<file path="config.mk">
export PLATFORM = sky130hd
export DESIGN_NAME = rf_write_buffer
export DESIGN_NICKNAME = d
export VERILOG_FILES = /design/src/rtl/rf_write_buffer.sv
export SDC_FILE = /design/constraint.sdc
export NUM_CORES = 1
export LEC_CHECK = 0
export CAP_MARGIN = 30
export CORE_MARGIN = 8
export CORE_UTILIZATION = 35
export CTS_CLUSTER_DIAMETER = 40
export CTS_CLUSTER_SIZE = 8
export DETAILED_ROUTE_END_ITERATION = 6
export GPL_TIMING_DRIVEN = 0
export PLACE_DENSITY_LB_ADDON = 0.2
export SYNTH_ARGS = -nofsm -noshare
export SYNTH_HDL_FRONTEND = slang
export SYNTH_SLANG_ARGS = --single-unit
</file>
<file path="constraint.sdc">
create_clock -name Clk -period 2.55 [get_ports Clk]
set_input_delay 0.255 -clock Clk [delete_from_list [all_inputs] [get_ports Clk]]
set_output_delay 0.255 -clock Clk [all_outputs]
set_load 0.02 [all_outputs]
</file>
<file path="src/rtl/rf_write_buffer.sv">
// Posted-write queue in front of a register-file write port, with read bypass
// of pending and in-flight writes.
module rf_write_buffer #(
    parameter int DEPTH = 4
) (
    input  logic                     Clk,
    input  logic                     Reset,
    input  logic                     in_valid,
    input  logic [4:0]               in_wr,
    input  logic [31:0]              in_wd,
    output logic                     in_ready,
    input  logic                     rf_busy,
    output logic                     rf_write,
    output logic [4:0]               rf_wr,
    output logic [31:0]              rf_wd,
    input  logic [4:0]               PR1,
    input  logic [4:0]               PR2,
    output logic                     byp1_hit,
    output logic                     byp2_hit,
    output logic [31:0]              byp1_data,
    output logic [31:0]              byp2_data,
    output logic [$clog2(DEPTH):0]   count,
    output logic                     full,
    output logic                     empty
);

    localparam int AW = $clog2(DEPTH);
    localparam int CW = AW + 1;
    localparam logic [CW-1:0] DEPTH_C = CW'(DEPTH);

    logic [4:0]    wr_mem_r [DEPTH];
    logic [31:0]   wd_mem_r [DEPTH];
    logic [AW-1:0] head_r;
    logic [AW-1:0] tail_r;
    logic [CW-1:0] count_r;
    logic          rf_write_r;
    logic [4:0]    rf_wr_r;
    logic [31:0]   rf_wd_r;

    logic          in_ready_s;
    logic          accept_s;
    logic          push_s;
    logic          pop_s;
    logic [32:0]   byp1_s;
    logic [32:0]   byp2_s;

    // Youngest pending write to pr wins: output register first, then queue oldest to newest.
    function automatic logic [32:0] bypass_lookup(input logic [4:0] pr);
        logic          hit;
        logic [31:0]   data;
        logic [AW-1:0] idx;
        hit  = 1'b0;
        data = 32'h0000_0000;
        if (rf_write_r && (rf_wr_r == pr)) begin
            hit  = 1'b1;
            data = rf_wd_r;
        end else begin
            hit  = 1'b0;
            data = 32'h0000_0000;
        end
        for (int i = 0; i < DEPTH; i++) begin
            idx = head_r + AW'(i);
            if ((CW'(i) < count_r) && (wr_mem_r[idx] == pr)) begin
                hit  = 1'b1;
                data = wd_mem_r[idx];
            end else begin
                hit  = hit;
                data = data;
            end
        end
        if (pr == 5'd0) begin
            hit  = 1'b0;
            data = 32'h0000_0000;
        end else begin
            hit  = hit;
            data = data;
        end
        return {hit, data};
    endfunction

    // Handshake and queue movement decisions from pre-edge state.
    always_comb begin
        in_ready_s = (count_r < DEPTH_C);
        accept_s   = in_valid && in_ready_s;
        push_s     = accept_s && (in_wr != 5'd0);
        pop_s      = (count_r != {CW{1'b0}}) && !rf_busy;
    end

    // Bypass lookups for both read ports.
    always_comb begin
        byp1_s = bypass_lookup(PR1);
        byp2_s = bypass_lookup(PR2);
    end

    // Entry storage; never reset, validity comes from head/count.
    always_ff @(posedge Clk) begin
        if (push_s) begin
            wr_mem_r[tail_r] <= in_wr;
            wd_mem_r[tail_r] <= in_wd;
        end
    end

    // Pointers, occupancy and the registered write port.
    always_ff @(posedge Clk or posedge Reset) begin
        if (Reset) begin
            head_r     <= {AW{1'b0}};
            tail_r     <= {AW{1'b0}};
            count_r    <= {CW{1'b0}};
            rf_write_r <= 1'b0;
            rf_wr_r    <= 5'd0;
            rf_wd_r    <= 32'h0000_0000;
        end else begin
            if (push_s) begin
                tail_r <= tail_r + AW'(1);
            end
            if (pop_s) begin
                head_r     <= head_r + AW'(1);
                rf_write_r <= 1'b1;
                rf_wr_r    <= wr_mem_r[head_r];
                rf_wd_r    <= wd_mem_r[head_r];
            end else begin
                rf_write_r <= 1'b0;
            end
            case ({push_s, pop_s})
                2'b10:   count_r <= count_r + CW'(1);
                2'b01:   count_r <= count_r - CW'(1);
                default: count_r <= count_r;
            endcase
        end
    end

    assign in_ready  = in_ready_s;
    assign rf_write  = rf_write_r;
    assign rf_wr     = rf_wr_r;
    assign rf_wd     = rf_wd_r;
    assign byp1_hit  = byp1_s[32];
    assign byp1_data = byp1_s[31:0];
    assign byp2_hit  = byp2_s[32];
    assign byp2_data = byp2_s[31:0];
    assign count     = count_r;
    assign full      = (count_r == DEPTH_C);
    assign empty     = (count_r == {CW{1'b0}});

endmodule

</file>
Word-level counts from Yosys, hierarchy flattened
Memories as Yosys holds them, arrays and structs flattened.
Index checks and enable logic that the tools add are counted.
{ "totals": {"input_bits": 51, "word_cells": 80, "reg_bits": 45, "mem_count": 2, "ramBits": 148} }
{ "mem_list": {"columns": ["name", "words", "word_bits", "read_ports", "rd_ports_with_merged_regs", "wr", "line", "source"], "rows": [
  ["wd_mem_r", 4, 32, 4, 0, 1, "32", "logic [31:0] wd_mem_r [DEPTH];"],
  ["wr_mem_r", 4, 5, 4, 0, 1, "31", "logic [4:0] wr_mem_r [DEPTH];"]
]} }
{ "classes": {"eq_ne": 13, "n_reduce_logical": 20, "mux": 28, "n_lt_le_gt_ge": 5, "n_addsub": 6} }
{ "ops": {"columns": ["operator", "count"], "rows": [
  ["$mux W32", 12],
  ["$eq A5 B5 Y1", 10],
  ["$mux W1", 15],
  ["$logic_and A1 B1 Y1", 13],
  ["$logic_not A5 Y1", 2],
  ["$lt A1 B3 Y1 const A", 2],
  ["$lt A2 B3 Y1 const A", 2],
  ["$pmux W3 S2", 1],
  ["$reduce_bool A5 Y1", 1],
  ["$add A2 B1 Y2 const B", 2],
  ["$add A2 B2 Y2 const B", 2],
  ["$add A3 B1 Y3 const B", 1],
  ["$eq A3 B3 Y1 const B", 1],
  ["$logic_not A3 Y1", 1],
  ["$lt A3 B3 Y1 const B", 1],
  ["$reduce_bool A3 Y1", 1],
  ["$sub A3 B1 Y3 const B", 1],
  ["$eq A2 B1 Y1 const B", 1],
  ["$eq A2 B2 Y1 const B", 1],
  ["$reduce_bool A2 Y1", 1],
  ["$logic_not A1 Y1", 1]
]} }

Longest topological paths before layout
{ "depth": {"word_depth": 8, "mapped_depth": 11} }

Worst setup path before layout
Ideal clock, no wire load.
{ "synth_timing": {"path_kind": "register -> output", "start": "register head_r[0]", "end": "output port byp1_data[10]", "stages_incl_launch_ff": 11, "path_buffers": 4, "t_required_ps": 2295, "setup_slack_ps": -477, "arrival_time_ps": 2772, "path_cell_list": "dfrtp_1 > buf_6 > buf_6 > mux4_2 > xnor2_1 > nand4_1 > or3_1 > clkbuf_1 > nand3_2 > buf_2 > o31ai_1"} }
{ "synth_between": {"elab_chain_cells": 8, "word_cells_on_any_way": 18, "cone_classes": "add/sub: 3; eq/ne: 4; mux: 5; reduce/logical: 4; memory: 2"} }
{ "synth_lines": {"columns": ["item", "line", "source"], "rows": [
  ["start: declaration", "33", "logic [AW-1:0] head_r;"],
  ["start signal: assignment", "106", "head_r <= {AW{1'b0}};"],
  ["start signal: assignment", "117", "head_r <= head_r + AW'(1);"],
  ["$add A2 B1 Y2 / $mem_v2 Z4 W5 (equally long branches)", null, null],
  ["$mem_v2 Z4 W5 / $eq A5 B5 Y1 (equally long branches)", null, null],
  ["$eq A5 B5 Y1 / $logic_and A1 B1 Y1 (equally long branches)", "63", "if ((CW'(i) < count_r) && (wr_mem_r[idx] == pr)) begin"],
  ["$logic_and A1 B1 Y1 / $mux W32 (equally long branches)", "63", null],
  ["$mux W32 (2 in a row)", "63", null],
  ["$mux W32 *", "63", null],
  ["$mux W32 *", "71", "if (pr == 5'd0) begin"],
  ["end: declaration", "20", "output logic [31:0] byp1_data,"]
]} }
Mark *: on every way between the ends. The rest lies on a longest branch, timed or not.

Final worst setup path
{ "layout_timing": {"start": "register head_r[0]", "end": "output port byp2_data[30]"} }
{ "layout_between": {"elab_chain_cells": 8, "word_cells_on_any_way": 18, "cone_classes": "add/sub: 3; eq/ne: 4; mux: 5; reduce/logical: 4; memory: 2"} }
{ "layout_lines": {"columns": ["item", "line", "source"], "rows": [
  ["$add A2 B1 Y2 / $mem_v2 Z4 W5 (equally long branches)", null, null],
  ["$mem_v2 Z4 W5 / $eq A5 B5 Y1 (equally long branches)", null, null],
  ["$eq A5 B5 Y1 / $logic_and A1 B1 Y1 (equally long branches)", "63", null],
  ["$logic_and A1 B1 Y1 / $mux W32 (equally long branches)", "63", null],
  ["$mux W32 (2 in a row)", "63", null],
  ["$mux W32 *", "63", null],
  ["$mux W32 *", "71", null],
  ["end: declaration", "21", "output logic [31:0] byp2_data,"]
]} }
Marks and branches as above.

==> key figures <==
Setup path
  – Startpoint types: flip-flop
  – Reg2reg path depth: 11
  – Critical Path RT: 2.30 ns
  – Worst-path maximum fanout: 11
  – FF-to-FF Start: count[1]
  – FF-to-FF setup slack: -0.03 ns
  – R2r endpoint: count[2]
  – Setup crit end kind: primary output
  – Critical Path AT: 3.52 ns
  – CP Class: reg2out

GRT
  – First-pass GRT wire length: 79.1 mm
  – Gr ovfl total: 0
  – Vias in the first global route: 12400
  – Pin count of the biggest net entering global routing: 40
  – Total track usage: 23.5%
  – Antenna violations before repair: 0

Routing
  – Via density: 6.07
  – Avg WL per Cell: 26.4 um
  – WL final: 54.0 mm
  – DRT Pass-1 Iters: 6
  – Drt drc: 0
  – 1st-iter DRT viols: 1199
  – Routed Antenna Nets: 0
  – Routed vias: 12400

Power and ir drop
  – Overall Power: 22800 uW
  – Leak pwr: 0.00680 uW
  – Pwr dens: 1250 nW/um^2
  – Peak supply drop: 792 uV

Floorplanning
  – Initial Util: 35.4%
  – Total die area: 44500 sq um
  – Core Area: 37600 sq um
  – DIE HEIGHT: 211 um
  – Chip width: 211 um
  – I/O pins: 161
  – Placement Rows: 71

Synthesis
  – Most common cell in the synthesized netlist: mux2i_1
  – Net Count, Synth: 1359
  – Post-Synth XOR/XNOR Area: 3.74%
  – Seq cells post-synth: 193
  – Cells after Synth: 1299
  – Leading area contributor after synthesis: edfxtp_1
  – Largest family of logic cells by synthesized area: compound AO/OA/AOI/OAI gates
  – Synth Cell Area: 13300 sq um
  – Synth Area in Adders: 0.847%
  – Most used flip-flop cell after synthesis: edfxtp_1
  – Asr flop ratio synth: 23.3%
  – Complex-gate fraction of the synthesized area: 18.0%
  – Warnings, synthesis: 0
  – Mux cell area share after synthesis: 17.2%
  – Mapped Avg Cell Area: 10.2 sq um
  – Synth cell count leaders: mux2i_1 (170), nand2_1 (149), edfxtp_1 (148)
  – Yosys top cell area share: 33.4%
  – Number of synthesized flops with an enable pin: 148
  – Yosys cell types: 61
  – Synth area leaders: edfxtp_1 (33%), mux2i_1 (13%), dfrtp_1 (8.5%)
  – Simple-gate share of the synthesized area: 13.7%
  – Seq/Total Area, Yosys: 41.9%

Timing
  – Period Utilization, post-route: 148%
  – Min Hold Slack: 0.0373 ns
  – Final Skew: 0.0113 ns
  – Setup-failing EPs final: 67
  – Final Hold Fails: 0
  – RSZ-0062 raised after global routing: true
  – TNS Setup: -67.86 ns
  – Minimum clock period: 3.78 ns
  – Max Clock Freq: 265 MHz
  – Max-slew violations: 0
  – Slew HR: 35.8%
  – Slew @ Worst Pin: 0.963 ns
  – Setup slack after layout: -1.23 ns

Finish
  – Syn-to-layout area delta: 37.3%
  – Sequential Area: 5570 sq um
  – Nets: 1581
  – Multi-input gate area: 8290 sq um
  – Share of cells above drive strength 1: 27.8%
  – ANT cells: 0
  – Final core utilization: 48.6%
  – Filler instances: 3420

Outcome
  – Failing checks: setup timing
  – Status: complete, but fails checks

Flow run
  – Max-Cap Viols: 0

Clock network
  – Num CTS Buffers: 17
  – Sink Count: 193
  – Reg clk slew, reported paths: 0.07 ns
  – Skew-Pair Late Insertion Delay: 0.46 ns
  – CTS max path bufs: 2
  – CTS tree: done
  – CTS Root Cell: clkbuf_16
  – H-tree levels: 4

Placed design
  – Place WS: -1.80 ns
  – Routability cong.: 0.904
  – HPWL Detailed: 39.4 mm
  – Port bufs: 150

Min path
  – HP Class: in2async
routing by layer:
layer	part of all wire, %	wire length [um]	GRT usage (%)
met1	42	22700	31.0
met2	46	24700	37.1
met3	8.6	4670	5.65
met4	3.7	1990	9.07
met5	0	0	0
kinds of logic (layout without fill, tap and decap cells):
kind of cell | Yosys count | count (layout)
and+or+nand+nor | 370 | 370
buffers and inverters | 142 | 377
adders and majority gates | 9 | 9
AOI/OAI and AO/OA | 331 | 331
xor gates and xnor gates | 56 | 56
DFF | 193 | 193
muxes | 198 | 198
power breakdown:
| group | switching [uW] | internal (uW) | leakage [uW] |
|---|---|---|---|
| logic | 9320 | 6170 | 0.00466 |
| registers | 791 | 4090 | 0.00189 |
| clock network | 1230 | 1230 | 0.000252 |
| total | 11300 | 11500 | 0.00680 |
placed cells by master (no fill, tap or decap), types with 15 or more instances in the layout:
cell type        netlist  routed
a211oi_1              48      47
a21oi_1               85      82
a221oi_2               5      25
a32oi_2                0      16
and3_1                18      18
buf_12                 1      23
buf_4                  4      79
buf_6                  2      50
clkbuf_1              83      29
clkbuf_16              0      23
clkbuf_2               0      16
clkbuf_4               0      15
clkdlybuf4s50_1        0      84
dfrtp_1               45      43
edfxtp_1             148     148
mux2i_1              170     169
mux4_2                24      24
nand2_1              149     147
nand3_1               52      51
nand4_1               34      34
nor2_1                40      31
nor2b_1               28      28
o211ai_1              28      28
o22ai_1               18      16
o31ai_4                0      26
or3_1                 17      15
xnor2_1               35      25
xor2_1                20      15
critical path, stage by stage (launching register included):
cell and delay [ns]:
dfrtp_1 0.39, buf_12 0.15, buf_12 0.13, mux4_2 0.54, xnor2_1 0.15, nand4_1 0.17, nor3_4 0.09, buf_4 0.18
or3_4 0.40, buf_12 0.18, o211ai_1 0.43, buf_4 0.24
worst max path at each step:
| stage | startpoint | end | slack (ns) | cells after the start |
|---|---|---|---|---|
| after global routing | head_r[0] | byp2_data[30] | -1.23 | 11 |
| final | head_r[0] | byp2_data[30] | -1.23 | 11 |
| after global placement | head_r[1] | byp2_data[30] | -1.78 | 9 |
| after detailed placement | head_r[1] | byp1_data[19] | -1.80 | 9 |
| after floorplan | head_r[0] | byp1_data[19] | -0.28 | 9 |
| after CTS | head_r[0] | byp2_data[30] | -1.12 | 11 |
state kept, by name (all words and copies together) (netlist names):
register and cells:
head_r 2, wr_mem_r 20, rf_wr 5, wd_mem_r 128
rf_wd 32, count 3, tail_r 2, rf_write 1
area by class of cell:
| cell class | instances | share of cell area, % |
|---|---|---|
| Buffer | 125 | 5.78 |
| Clock buffer | 17 | 2.33 |
| Clock inverter | 15 | 0.528 |
| Inverter | 13 | 0.308 |
| Multi-Input combinational cell | 964 | 45.4 |
| Sequential cell | 193 | 30.5 |
| Tap cell | 511 | 3.50 |
| Timing Repair Buffer | 207 | 11.7 |
through the flow:
stage / cell area (sq um) / std cells
after floorplan: 13800 / 1299
after global placement: 16000 / 1960
after detailed placement: 16100 / 1966
after CTS: 17500 / 2017
after global routing: 18300 / 2045
final: 18300 / 2045
repair_timing:
action                                  4_1_cts  5_1_grt
resized for setup                           503      160
setup buffers                                23       24
hold buffers                                  0        0
pin swaps                                    41       36
hold endpoints to repair                      0        0
cloned                                        0        4
endpoints found under the setup margin       98       71
Note: power is estimated with default switching activity, not from simulation.
